--- src/rtl/sipo_rx_ctrl_if.sv ---
// Word handshake between sipo_rx_ctrl and its consumer.
// Master presents word/valid, slave returns ready.
interface sipo_rx_ctrl_if #(
  parameter int WIDTH = 4
);
  logic [WIDTH-1:0] word_out;
  logic             word_valid;
  logic             word_ready;

  modport master (
    output word_out,
    output word_valid,
    input  word_ready
  );

  modport slave (
    input  word_out,
    input  word_valid,
    output word_ready
  );
endinterface

--- src/rtl/sipo_rx_ctrl.sv ---
// Serial frame receiver that sequences an external SIPO register.
// Captures each assembled word into a one-entry valid/ready output.
module sipo_rx_ctrl #(
  parameter int WIDTH        = 4,
  parameter int CLKS_PER_BIT = 8
) (
  input  logic             clk,
  input  logic             reset,
  input  logic             rx_serial,
  input  logic             fill_req,
  input  logic [WIDTH-1:0] sipo_data_out,
  output logic             sipo_enable,
  output logic             sipo_data_in,
  output logic             sipo_set_all_ones,
  sipo_rx_ctrl_if.master   word_if,
  output logic             frame_err,
  output logic             overrun,
  output logic             busy
);

  localparam int HALF = CLKS_PER_BIT / 2;
  localparam int CW   = $clog2(CLKS_PER_BIT);
  localparam int BW   = $clog2(WIDTH + 1);

  localparam logic [CW-1:0] HALF_M1 = CW'(HALF - 1);
  localparam logic [CW-1:0] FULL_M1 = CW'(CLKS_PER_BIT - 1);
  localparam logic [BW-1:0] LAST    = BW'(WIDTH - 1);

  typedef enum logic [2:0] {
    S_IDLE,
    S_START,
    S_DATA,
    S_STOP,
    S_FILL
  } state_t;

  state_t           r_state;
  logic [CW-1:0]    r_cnt;
  logic [BW-1:0]    r_bit;
  logic             r_rx_meta;
  logic             r_rx_s;
  logic             r_rx_prev;
  logic             r_en;
  logic             r_din;
  logic             r_set1;
  logic [WIDTH-1:0] r_word;
  logic             r_valid;
  logic             r_ferr;
  logic             r_ovr;
  logic             r_busy;
  logic             w_edge;
  logic             w_take;

  assign w_edge = r_rx_prev & ~r_rx_s;
  assign w_take = r_valid & word_if.word_ready;

  assign sipo_enable        = r_en;
  assign sipo_data_in       = r_din;
  assign sipo_set_all_ones  = r_set1;
  assign word_if.word_out   = r_word;
  assign word_if.word_valid = r_valid;
  assign frame_err          = r_ferr;
  assign overrun            = r_ovr;
  assign busy               = r_busy;

  // Line sync, frame FSM, strobes and output word register.
  always_ff @(posedge clk or negedge reset) begin
    if (!reset) begin
      r_state   <= S_IDLE;
      r_cnt     <= '0;
      r_bit     <= '0;
      r_rx_meta <= 1'b1;
      r_rx_s    <= 1'b1;
      r_rx_prev <= 1'b1;
      r_en      <= 1'b0;
      r_din     <= 1'b0;
      r_set1    <= 1'b0;
      r_word    <= '0;
      r_valid   <= 1'b0;
      r_ferr    <= 1'b0;
      r_ovr     <= 1'b0;
      r_busy    <= 1'b0;
    end else begin
      r_rx_meta <= rx_serial;
      r_rx_s    <= r_rx_meta;
      r_rx_prev <= r_rx_s;
      r_en      <= 1'b0;
      r_set1    <= 1'b0;
      r_ferr    <= 1'b0;
      if (w_take) r_valid <= 1'b0;
      unique case (r_state)
        S_IDLE: begin
          r_cnt <= '0;
          if (w_edge) begin
            r_state <= S_START;
            r_bit   <= '0;
            r_busy  <= 1'b1;
          end else if (fill_req) begin
            r_state <= S_FILL;
            r_set1  <= 1'b1;
            r_busy  <= 1'b1;
          end
        end
        S_START: begin
          if (r_cnt == HALF_M1) begin
            r_cnt <= '0;
            if (!r_rx_s) begin
              r_state <= S_DATA;
            end else begin
              r_state <= S_IDLE;
              r_busy  <= 1'b0;
            end
          end else begin
            r_cnt <= r_cnt + 1'b1;
          end
        end
        S_DATA: begin
          if (r_cnt == FULL_M1) begin
            r_cnt <= '0;
            r_en  <= 1'b1;
            r_din <= r_rx_s;
            r_bit <= r_bit + 1'b1;
            if (r_bit == LAST) r_state <= S_STOP;
          end else begin
            r_cnt <= r_cnt + 1'b1;
          end
        end
        S_STOP: begin
          if (r_cnt == FULL_M1) begin
            r_cnt   <= '0;
            r_state <= S_IDLE;
            r_busy  <= 1'b0;
            if (r_rx_s) begin
              if (!r_valid || word_if.word_ready) begin
                r_word  <= sipo_data_out;
                r_valid <= 1'b1;
              end else begin
                r_ovr <= 1'b1;
              end
            end else begin
              r_ferr <= 1'b1;
            end
          end else begin
            r_cnt <= r_cnt + 1'b1;
          end
        end
        S_FILL: begin
          r_cnt   <= '0;
          r_state <= S_IDLE;
          r_busy  <= 1'b0;
        end
        default: begin
          r_cnt   <= '0;
          r_state <= S_IDLE;
          r_busy  <= 1'b0;
        end
      endcase
    end
  end

endmodule

--- src/flat_wrapper.sv ---
// flat-port wrapper written by rule: the top's interface ports become plain ports
module sipo_rx_ctrl_flat 
#(
  parameter int WIDTH        = 4,
  parameter int CLKS_PER_BIT = 8
)
  (clk, reset, rx_serial, fill_req, sipo_data_out, sipo_enable, sipo_data_in, sipo_set_all_ones, frame_err, overrun, busy, word_if_word_out, word_if_word_valid, word_if_word_ready);
  sipo_rx_ctrl_if #(.WIDTH(WIDTH)) word_if_i ();
  input  logic clk;
  input  logic reset;
  input  logic rx_serial;
  input  logic fill_req;
  input  logic [WIDTH-1:0] sipo_data_out;
  output logic sipo_enable;
  output logic sipo_data_in;
  output logic sipo_set_all_ones;
  output logic frame_err;
  output logic overrun;
  output logic busy;
  output wire logic [$bits(word_if_i.word_out)-1:0] word_if_word_out;
  output wire logic [$bits(word_if_i.word_valid)-1:0] word_if_word_valid;
  input wire logic [$bits(word_if_i.word_ready)-1:0] word_if_word_ready;
  assign word_if_word_out = word_if_i.word_out;
  assign word_if_word_valid = word_if_i.word_valid;
  assign word_if_i.word_ready = word_if_word_ready;
  sipo_rx_ctrl #(.WIDTH(WIDTH), .CLKS_PER_BIT(CLKS_PER_BIT)) u_core (.clk(clk), .reset(reset), .rx_serial(rx_serial), .fill_req(fill_req), .sipo_data_out(sipo_data_out), .sipo_enable(sipo_enable), .sipo_data_in(sipo_data_in), .sipo_set_all_ones(sipo_set_all_ones), .word_if(word_if_i), .frame_err(frame_err), .overrun(overrun), .busy(busy));
endmodule
--- config.mk ---
export PLATFORM = sky130hd
export DESIGN_NAME = sipo_rx_ctrl_flat
export DESIGN_NICKNAME = d
export VERILOG_FILES = /design/src/rtl/sipo_rx_ctrl_if.sv /design/src/rtl/sipo_rx_ctrl.sv /design/src/flat_wrapper.sv
export SDC_FILE = /design/constraint.sdc
export NUM_CORES = 1
export LEC_CHECK = 0
export ABC_AREA = 1
export ABC_CLOCK_PERIOD_IN_PS = 2450
export CAP_MARGIN = 20
export CORE_UTILIZATION = 54
export DETAILED_ROUTE_END_ITERATION = 12
export PLACE_DENSITY = 0.9
export SETUP_SLACK_MARGIN = 0.4
export SKIP_LAST_GASP = 1
export SYNTH_ARGS = -nofsm -noshare
export SYNTH_HDL_FRONTEND = slang
export SYNTH_SLANG_ARGS = --single-unit
--- constraint.sdc ---
create_clock -name clk -period 2.45 [get_ports clk]
set_input_delay 0.3675 -clock clk [delete_from_list [all_inputs] [get_ports clk]]
set_output_delay 0.3675 -clock clk [all_outputs]
set_load 0.01 [all_outputs]
### Word-level counts from Yosys, hierarchy flattened

Cells that the tools add are included.

| word-level totals | value |
|---|---|
| flip-flop bits (word level) | 23 |
| bits of input ports | 9 |
| word-level logic and storage cells | 78 |

| cells by class | value |
|---|---|
| add/subtract/negate cells | 2 |
| eq/ne operators | 13 |
| multiplexer cells | 33 |
| bitwise operators | 5 |
| reduce and logical (&&, ||, !) cells | 11 |

Operators by type and width:

| operator | number |
|---|---|
| $mux W3 | 10 |
| $mux W1 | 18 |
| $eq A3 B2 Y1 const B | 4 |
| $ne A2 B1 Y1 const B | 6 |
| $pmux W3 S2 | 2 |
| $pmux W3 S4 | 1 |
| $reduce_and A5 Y1 | 2 |
| $reduce_and A4 Y1 | 2 |
| $add A3 B1 Y3 const B | 2 |
| $pmux W1 S4 | 1 |
| $eq A3 B1 Y1 const B | 1 |
| $eq A3 B3 Y1 const B | 1 |
| $logic_not A3 Y1 | 1 |
| $ne A3 B2 Y1 const B | 1 |
| $not A1 Y1 | 3 |
| $reduce_and A3 Y1 | 1 |
| $and A1 B1 Y1 | 2 |
| $mux W2 | 1 |
| $reduce_and A2 Y1 | 1 |
| $reduce_bool A2 Y1 | 1 |
| $reduce_or A2 Y1 | 1 |
| $logic_not A1 Y1 | 1 |
| $logic_or A1 B1 Y1 | 1 |

### Longest topological paths before layout

Gate-level depths: netlist of run 1.

| logic depth | value |
|---|---|
| depth after elaboration | 6 |
| depth in mapped cells | 9 |
| mapped depth without buffers | 9 |

### Least setup slack after synthesis of run 1

No wires, ideal clock.

| path | value |
|---|---|
| path kind | register to register |
| start | register u_core.r_cnt[0] |
| end | register u_core.r_state[0] |
| arrival | 1,227 ps |
| path slack | 1,104 ps |
| cell stages (with the launch flop) | 9 |
| clock period less this slack | 1,346 ps |
| cells stage by stage | dfrtp_1 ha_1 ha_1 inv_1 nand2_1 nand2_2 inv_1 nand4_1 nand2_1 |

| between the ends | value |
|---|---|
| word-level cells in the longest chain between the ends | 3 |
| elaborated cells on any way between the ends | 6 |
| classes of those cells | eq/ne (5); reduce/logical (1) |

RTL lines:

| item | RTL line | text |
|---|---|---|
| start: declaration | sipo_rx_ctrl.sv:38 | `logic [CW-1:0] r_cnt;` |
| start signal: assignment | sipo_rx_ctrl.sv:114 | `r_cnt <= r_cnt + 1'b1;` |
| start signal: assignment | sipo_rx_ctrl.sv:125 | `r_cnt <= r_cnt + 1'b1;` |
| start signal: assignment | sipo_rx_ctrl.sv:144 | `r_cnt <= r_cnt + 1'b1;` |
| $eq A3 B3 Y1 or $eq A3 B2 Y1 (tied branches) | sipo_rx_ctrl.sv:118, sipo_rx_ctrl.sv:129, sipo_rx_ctrl.sv:105 |  |
| $ne A2 B1 Y1 (no source line) | n/a |  |
| $reduce_and A5 Y1 (no source line) (*) | n/a |  |
| end signal: assignment | sipo_rx_ctrl.sv:123 | `if (r_bit == LAST) r_state <= S_STOP;` |
| end signal: assignment | sipo_rx_ctrl.sv:131 | `r_state <= S_IDLE;` |
| end signal: assignment | sipo_rx_ctrl.sv:149 | `r_state <= S_IDLE;` |
| end: declaration | sipo_rx_ctrl.sv:37 | `state_t r_state;` |

Mark *: on every way between the ends. The rest lies on a longest branch, timed or not.
A chain may end at the register's enable or synchronous reset.

### Final worst setup path of run 1

| path | value |
|---|---|
| start | register u_core.r_word[0] (netlist: u_core.word_if.word_out[0]) |
| end | output port word_if_word_out[0] |

RTL lines:

| item | RTL line | text |
|---|---|---|
| start: declaration | sipo_rx_ctrl.sv:46 | `logic [WIDTH-1:0] r_word;` |
| start signal: assignment | sipo_rx_ctrl.sv:135 | `r_word <= sipo_data_out;` |
| end: declaration | flat_wrapper.sv:20 | `output wire logic [$bits(word_if_i.word_out)-1:0] word_if_word_out;` |

No word-level cell between the ends.

==> results of run 1 <==
==> cells in the mapped netlist <==
cell type | number | area, µm²
a21o_1 | 1 | 7.51
a21oi_1 | 1 | 5.00
dfrtp_1 | 20 | 500
dfstp_2 | 3 | 78.8
ha_1 | 7 | 87.6
inv_1 | 17 | 63.8
inv_2 | 2 | 7.51
nand2_1 | 30 | 113
nand2_2 | 3 | 18.8
nand2_4 | 2 | 22.5
nand3_1 | 8 | 40.0
nand3_2 | 1 | 10.0
nand4_1 | 2 | 12.5
nor2_1 | 7 | 26.3
nor2_2 | 2 | 12.5
nor2_4 | 3 | 33.8
nor2_8 | 1 | 20.0
nor3_1 | 1 | 5.00
o21ai_0 | 3 | 15.0
o21ai_1 | 2 | 10.0
o21ai_2 | 1 | 8.76
==> registers in the layout, summed over array words and instances (netlist names), 3 cells and up <==
register / cells
u_core.r_bit: 3
u_core.word_if.word_out: 4
u_core.r_cnt: 3
u_core.r_state: 3
==> logic make-up after synthesis <==
| family | synth area share [%] |
|---|---|
| and+or+nand+nor | 28.6 |
| DFF | 52.7 |
| buffers and inverters | 6.49 |
| AOI/OAI and AO/OA | 4.21 |
| adders and majority gates | 7.97 |
==> cells in the final DEF (no fill, tap or decap), types with 3 or more instances in the layout <==
master	instances
clkbuf_4	3
clkdlybuf4s50_1	19
dfrtp_1	20
dfstp_2	3
ha_1	7
inv_1	17
nand2_1	30
nand2_2	3
nand3_1	8
nor2_1	7
nor2_4	3
o21ai_0	3
==> path summary, 6_finish.rpt <==
path / slack, ns / end / cells after the start
max: 0.85 / word_if_word_out[0] / 1
min: 0.37 / u_core.r_rx_s$_DFF_PN1_ / 0
max reg2reg: 1.01 / u_core.r_state[0]$_DFFE_PN0P_ / 8
min reg2reg: 0.37 / u_core.r_rx_s$_DFF_PN1_ / 0
max in group asynchronous: 1.79 / u_core.r_rx_prev$_DFF_PN1_ / 2
min in group asynchronous: 0.38 / u_core.r_cnt[2]$_DFF_PN0_ / 2
==> where the power goes <==
part	leakage (nW)	total (W)	internal [W]	switching [W]
Combinational	0.382	0.000420	0.000166	0.000253
Sequential	0.303	0.000502	0.000444	0.0000578
Clock	0.0177	0.000171	0.0000611	0.000110
==> stage by stage <==
step                total power [W]  setup WS (ns)
finish                      0.00109          0.851
global route                0.00118          0.806
CTS                         0.00111          0.830
detailed placement         0.000933           1.03
global placement           0.000918           1.06
floorplan                  0.000817           1.10
==> final cells by class <==
class | instances | share of cell area (%)
Timing Repair Buffer | 20 | 14.6
Inverter | 19 | 5.26
Multi-Input combinational cell | 75 | 33.1
Tap cell | 25 | 2.31
Clock inverter | 1 | 0.369
Clock buffer | 3 | 1.66
Sequential cell | 23 | 42.8
==> metal layers <==
| metal | up-vias | routed length (µm) | share of wire (%) | track usage (%) |
|---|---|---|---|---|
| met1 | 371 | 789 | 45 | 24.0 |
| li1 | 410 | - | - | - |
| met3 | 5 | 46 | 2.6 | 2.31 |
| met2 | 14 | 888 | 50 | 33.1 |
| met4 | 0 | 40 | 2.3 | 12.0 |
| met5 | - | 0 | 0 | 0 |
==> reports/results.txt, run 1 <==
status: finished, final reports clean
max cap viols: 0
1st-pass router iterations: 4
unrepaired setup endpoints after global routing: false
Crit Path Class: register to output port
type of the tightest min-delay check: register to register
final worst clock skew: 0.00289 ns
sequential share of the synthesized area: 52.7%
CP max stage delay: 0.55 ns
Vias: 800
core area: 0.00182 mm²
Site Rows: 15
fin nets: 158
pin count of the biggest net entering global routing: 24
Yosys cell types: 21
Peak VDD IR: 0.534 mV
Worst Setup SP: u_core.word_if.word_out[0]$_DFFE_PN0P_
I/O pin cnt: 20
Final period util: 65.2%
Final ANT Viol Nets: 0
Num CTS Buffers: 3
Clock Latency Late Sink: 0.31 ns
power density cells: 806 mW/mm²
CTS sink cnt: 23
CTS tree: done
Hold Crit Start: u_core.r_rx_meta$_DFF_PN1_
Mean Syn Cell Area: 9.39 µm²
initial core utilization: 60.3%
Mapped Nets: 133
clk root buf: clkbuf_4
GP Congestion: 0.776
final wirelength: 1770 µm
GRT overflow: 0
Synth Instances: 117
FF+latch area: 579 µm²
cells along the critical path: clkdlybuf4s50_1
vias in the first global route: 718
Setup crit end kind: output port
CP max FO: 2
Final Max Tran Viols: 0
buffers and inverters on the worst path: 1
CTS-repair resized insts: 0
CTS Hold Bufs: 0
initial antenna violation count: 0
leakage: 0.702 nW
Area growth syn-to-layout: 23.3%
H-tree depth: 1
post-synth design cell area: 0.00110 mm²
Worst R2R Start: u_core.r_cnt[0]$_DFF_PN0_
worst path required time: 2.08 ns
Vias/cell: 4.82
Post-Layout Cell Count: 166
wire per inst: 10.6 µm
Iter 0 DRT Violations: 8
Least-Margin Pin Slew: 0.278 ns
Core Util, Final: 74.4%
Synth Warn #: 0
area of the die: 0.00222 mm²
Die Y: 47.1 µm
Placed Cells: 162
share of cells above drive strength 1: 16.3%
# diodes: 0
Critical Path Slowest Stage Cell: clkdlybuf4s50_1
Post-DP Area: 0.00133 mm²
Clock Path Buffers: 2
Max Clk Rate: 626 MHz
Final HPWL DP: 1400 µm
DRC: 0
first-pass GRT wire length: 2940 µm
Chip Width: 47.1 µm
final hold violation count: 0
TNS Setup: 0 ns
Slew Limit Headroom: 81.5%
I/O Buffers: 19
FF+latch count, synth: 23
CP startpoint kind: register
Multi-input gate area: 448 µm²
hold slack: 0.369 ns
fin crit period: 1.60 ns
Reg clk slew, reported paths: 0.12 ns
Filler cells: 137
final setup vio count: 0
Critical Path AT: 1.23 ns
Overall Global Routing Usage: 19.6%
Final Cell Area: 0.00136 mm²
CP delay by family, top: buffers and inverters
postcts setup bufs: 0
(Power assumes the default switching activity.)
==> inputs of run 2 (changes only) <==
--- a/config.mk
+++ b/config.mk
@@ -6,11 +6,11 @@
 export NUM_CORES = 1
 export LEC_CHECK = 0
 export ABC_AREA = 1
-export ABC_CLOCK_PERIOD_IN_PS = 2450
+export ABC_CLOCK_PERIOD_IN_PS = 1400
 export CAP_MARGIN = 20
-export CORE_UTILIZATION = 54
+export CORE_UTILIZATION = 45
 export DETAILED_ROUTE_END_ITERATION = 12
-export PLACE_DENSITY = 0.9
+export PLACE_DENSITY = 0.81
 export SETUP_SLACK_MARGIN = 0.4
 export SKIP_LAST_GASP = 1
 export SYNTH_ARGS = -nofsm -noshare
==> constraint.sdc (replaced) <==
create_clock -name clk -period 1.4 [get_ports clk]
set_input_delay 0.21 -clock clk [delete_from_list [all_inputs] [get_ports clk]]
set_output_delay 0.21 -clock clk [all_outputs]
set_load 0.01 [all_outputs]
==> run 2 against run 1 <==
Effect of this change: wire length up 12%; utilization down 9.9 points; sequential power up 83%; clock power up 70%; clock skew up 0.0016 ns; sequential cell count unchanged; combinational power up 120%; clock-buffer cell count unchanged; design area up 7.4%; worst hold slack worse by 0.13 ns; via count up 7.2%; sequential share of layout area down 2.7 points; critical path type is now register to register.
==> reports/results.txt, run 2 (synthesis results as in run 1) <==
final setup vio count: 0
vias in the first global route: 775
H-tree depth: 1
Area growth syn-to-layout: 32.5%
# diodes: 0
Num CTS Buffers: 3
GRT overflow: 0
Final Cell Area: 0.00146 mm²
Max Clk Rate: 768 MHz
final worst clock skew: 0.00447 ns
CTS sink cnt: 23
final hold violation count: 0
Worst R2R Start: u_core.r_cnt[0]$_DFF_PN0_
pin count of the biggest net entering global routing: 24
Least-Margin Pin Slew: 0.277 ns
commonest cells after routing, fill and taps aside: 25 x nand2_1, 17 x dfrtp_1, 14 x inv_1
max reg flops: 4
Reg clk slew, reported paths: 0.12 ns
Slew Limit Headroom: 81.5%
final wirelength: 1980 µm
GP Congestion: 0.862
TNS Setup: 0 ns
Site Rows: 17
CTS tree: done
Chip Width: 51.4 µm
Final Max Tran Viols: 0
Vias: 858
worst r2r dst: u_core.r_state[0]$_DFFE_PN0P_
CTS Hold Bufs: 0
first-pass GRT wire length: 3280 µm
Die Y: 51.4 µm
DRC: 0
I/O Buffers: 19
max cap viols: 0
initial core utilization: 48.7%
reg2reg setup slack: 0.1 ns
share of cells above drive strength 1: 38.3%
clk root buf: clkbuf_4
Iter 0 DRT Violations: 19
CP max FO: 4
unrepaired setup endpoints after global routing: true
Final HPWL DP: 1380 µm
FF+latch area: 583 µm²
Critical Path AT: 1.50 ns
core area: 0.00225 mm²
initial antenna violation count: 0
reg2reg path depth: 8
leakage: 0.770 nW
type of the tightest min-delay check: primary input to async pin
power density cells: 1480 mW/mm²
fin crit period: 1.30 ns
status: finished, final reports clean
Clock Latency Late Sink: 0.30 ns
Final ANT Viol Nets: 0
worst path required time: 1.60 ns
CP startpoint kind: register
Peak VDD IR: 1.18 mV
fin nets: 166
Final period util: 93.0%
Clock Path Buffers: 2
Filler cells: 184
Vias/cell: 4.85
Setup crit end kind: register
most common cell after layout, fill and taps aside: nand2_1
I/O pin cnt: 20
area of the die: 0.00264 mm²
Post-DP Area: 0.00138 mm²
Overall Global Routing Usage: 17.2%
Crit Path Class: register to register
Multi-input gate area: 520 µm²
1st-pass router iterations: 4
wire per inst: 11.2 µm
==> run 2: cell types whose count changed in the layout (fill, tap and decap cells not counted), moves of 3 or more <==
cell / change
dfrtp_1: -3
clkdlybuf4s50_1: -11
ha_4: +3
nand2_1: -5
buf_4: +7
nand2_2: +4
ha_1: -3
buf_2: +10
inv_1: -3
dfrtp_2: +3
==> run 2: cell type report <==
class                           instances  area share [%]
Clock buffer                            3            1.55
Timing Repair Buffer                   28            14.8
Multi-Input combinational cell         75            35.8
Inverter                               19            5.07
Clock inverter                          1           0.344
Tap cell                               28            2.41
Sequential cell                        23            40.1
==> run 2: worst max-delay path by stage <==
stage | start | endpoint | slack (ns) | cells past startpoint
after floorplan | u_core.r_cnt[0]$_DFF_PN0_ | u_core.r_state[0]$_DFFE_PN0P_ | 0.20 | 8
after global placement | u_core.r_cnt[0]$_DFF_PN0_ | u_core.busy$_DFFE_PN0P_ | 0.15 | 9
after detailed placement | u_core.r_cnt[0]$_DFF_PN0_ | u_core.r_state[0]$_DFFE_PN0P_ | 0.11 | 8
after CTS | u_core.r_cnt[0]$_DFF_PN0_ | u_core.r_state[0]$_DFFE_PN0P_ | 0.09 | 8
after global routing | u_core.r_cnt[0]$_DFF_PN0_ | u_core.busy$_DFFE_PN0P_ | 0.009 | 9
final | u_core.r_cnt[0]$_DFF_PN0_ | u_core.r_state[0]$_DFFE_PN0P_ | 0.1 | 8
==> run 2: per-stage QoR <==
stage | setup WS, ns | instances | hold WS, ns | total power [W] | util [%]
4_1_cts | 0.0928 | 171 | 0.248 | 0.00202 | 61.1
3_5_place_dp | 0.113 | 165 | 0.347 | 0.00171 | 61.0
3_3_place_gp | 0.149 | 165 | 0.348 | 0.00168 | 61.0
2_1_floorplan | 0.195 | 117 | -0.0856 | 0.00149 | -
6_report | 0.0974 | 177 | 0.241 | 0.00215 | 64.5
5_1_grt | 0.00933 | 177 | 0.269 | 0.00234 | 64.5
==> run 2: worst max-delay path, cell delays in order, from the launching register on <==
cell     delay [ns]
dfrtp_1        0.42
ha_4           0.19
ha_4           0.18
inv_4          0.07
nand2_2        0.07
nand2_4        0.09
inv_2          0.04
nand4_1        0.08
nand2_1        0.06
==> run 2: report_power, final <==
group	internal, W	total (W)	switching, W	leakage, nW
registers	0.000784	0.000918	0.000134	0.298
logic	0.000407	0.000938	0.000530	0.454
clock network	0.000107	0.000291	0.000184	0.0177
==> run 2: layer usage <==
| layer | wire length (µm) | GRT usage [%] |
|---|---|---|
| met4 | 21 | 6.76 |
| met2 | 973 | 28.6 |
| met3 | 120 | 3.57 |
| met5 | 0 | 0 |
| met1 | 865 | 21.6 |
==> run 2: what timing repair did <==
action	4_1_cts	5_1_grt
setup buffers	2	6
pin swaps	3	5
resized for setup	44	9
endpoints found under the setup margin	30	31
cloned	0	0
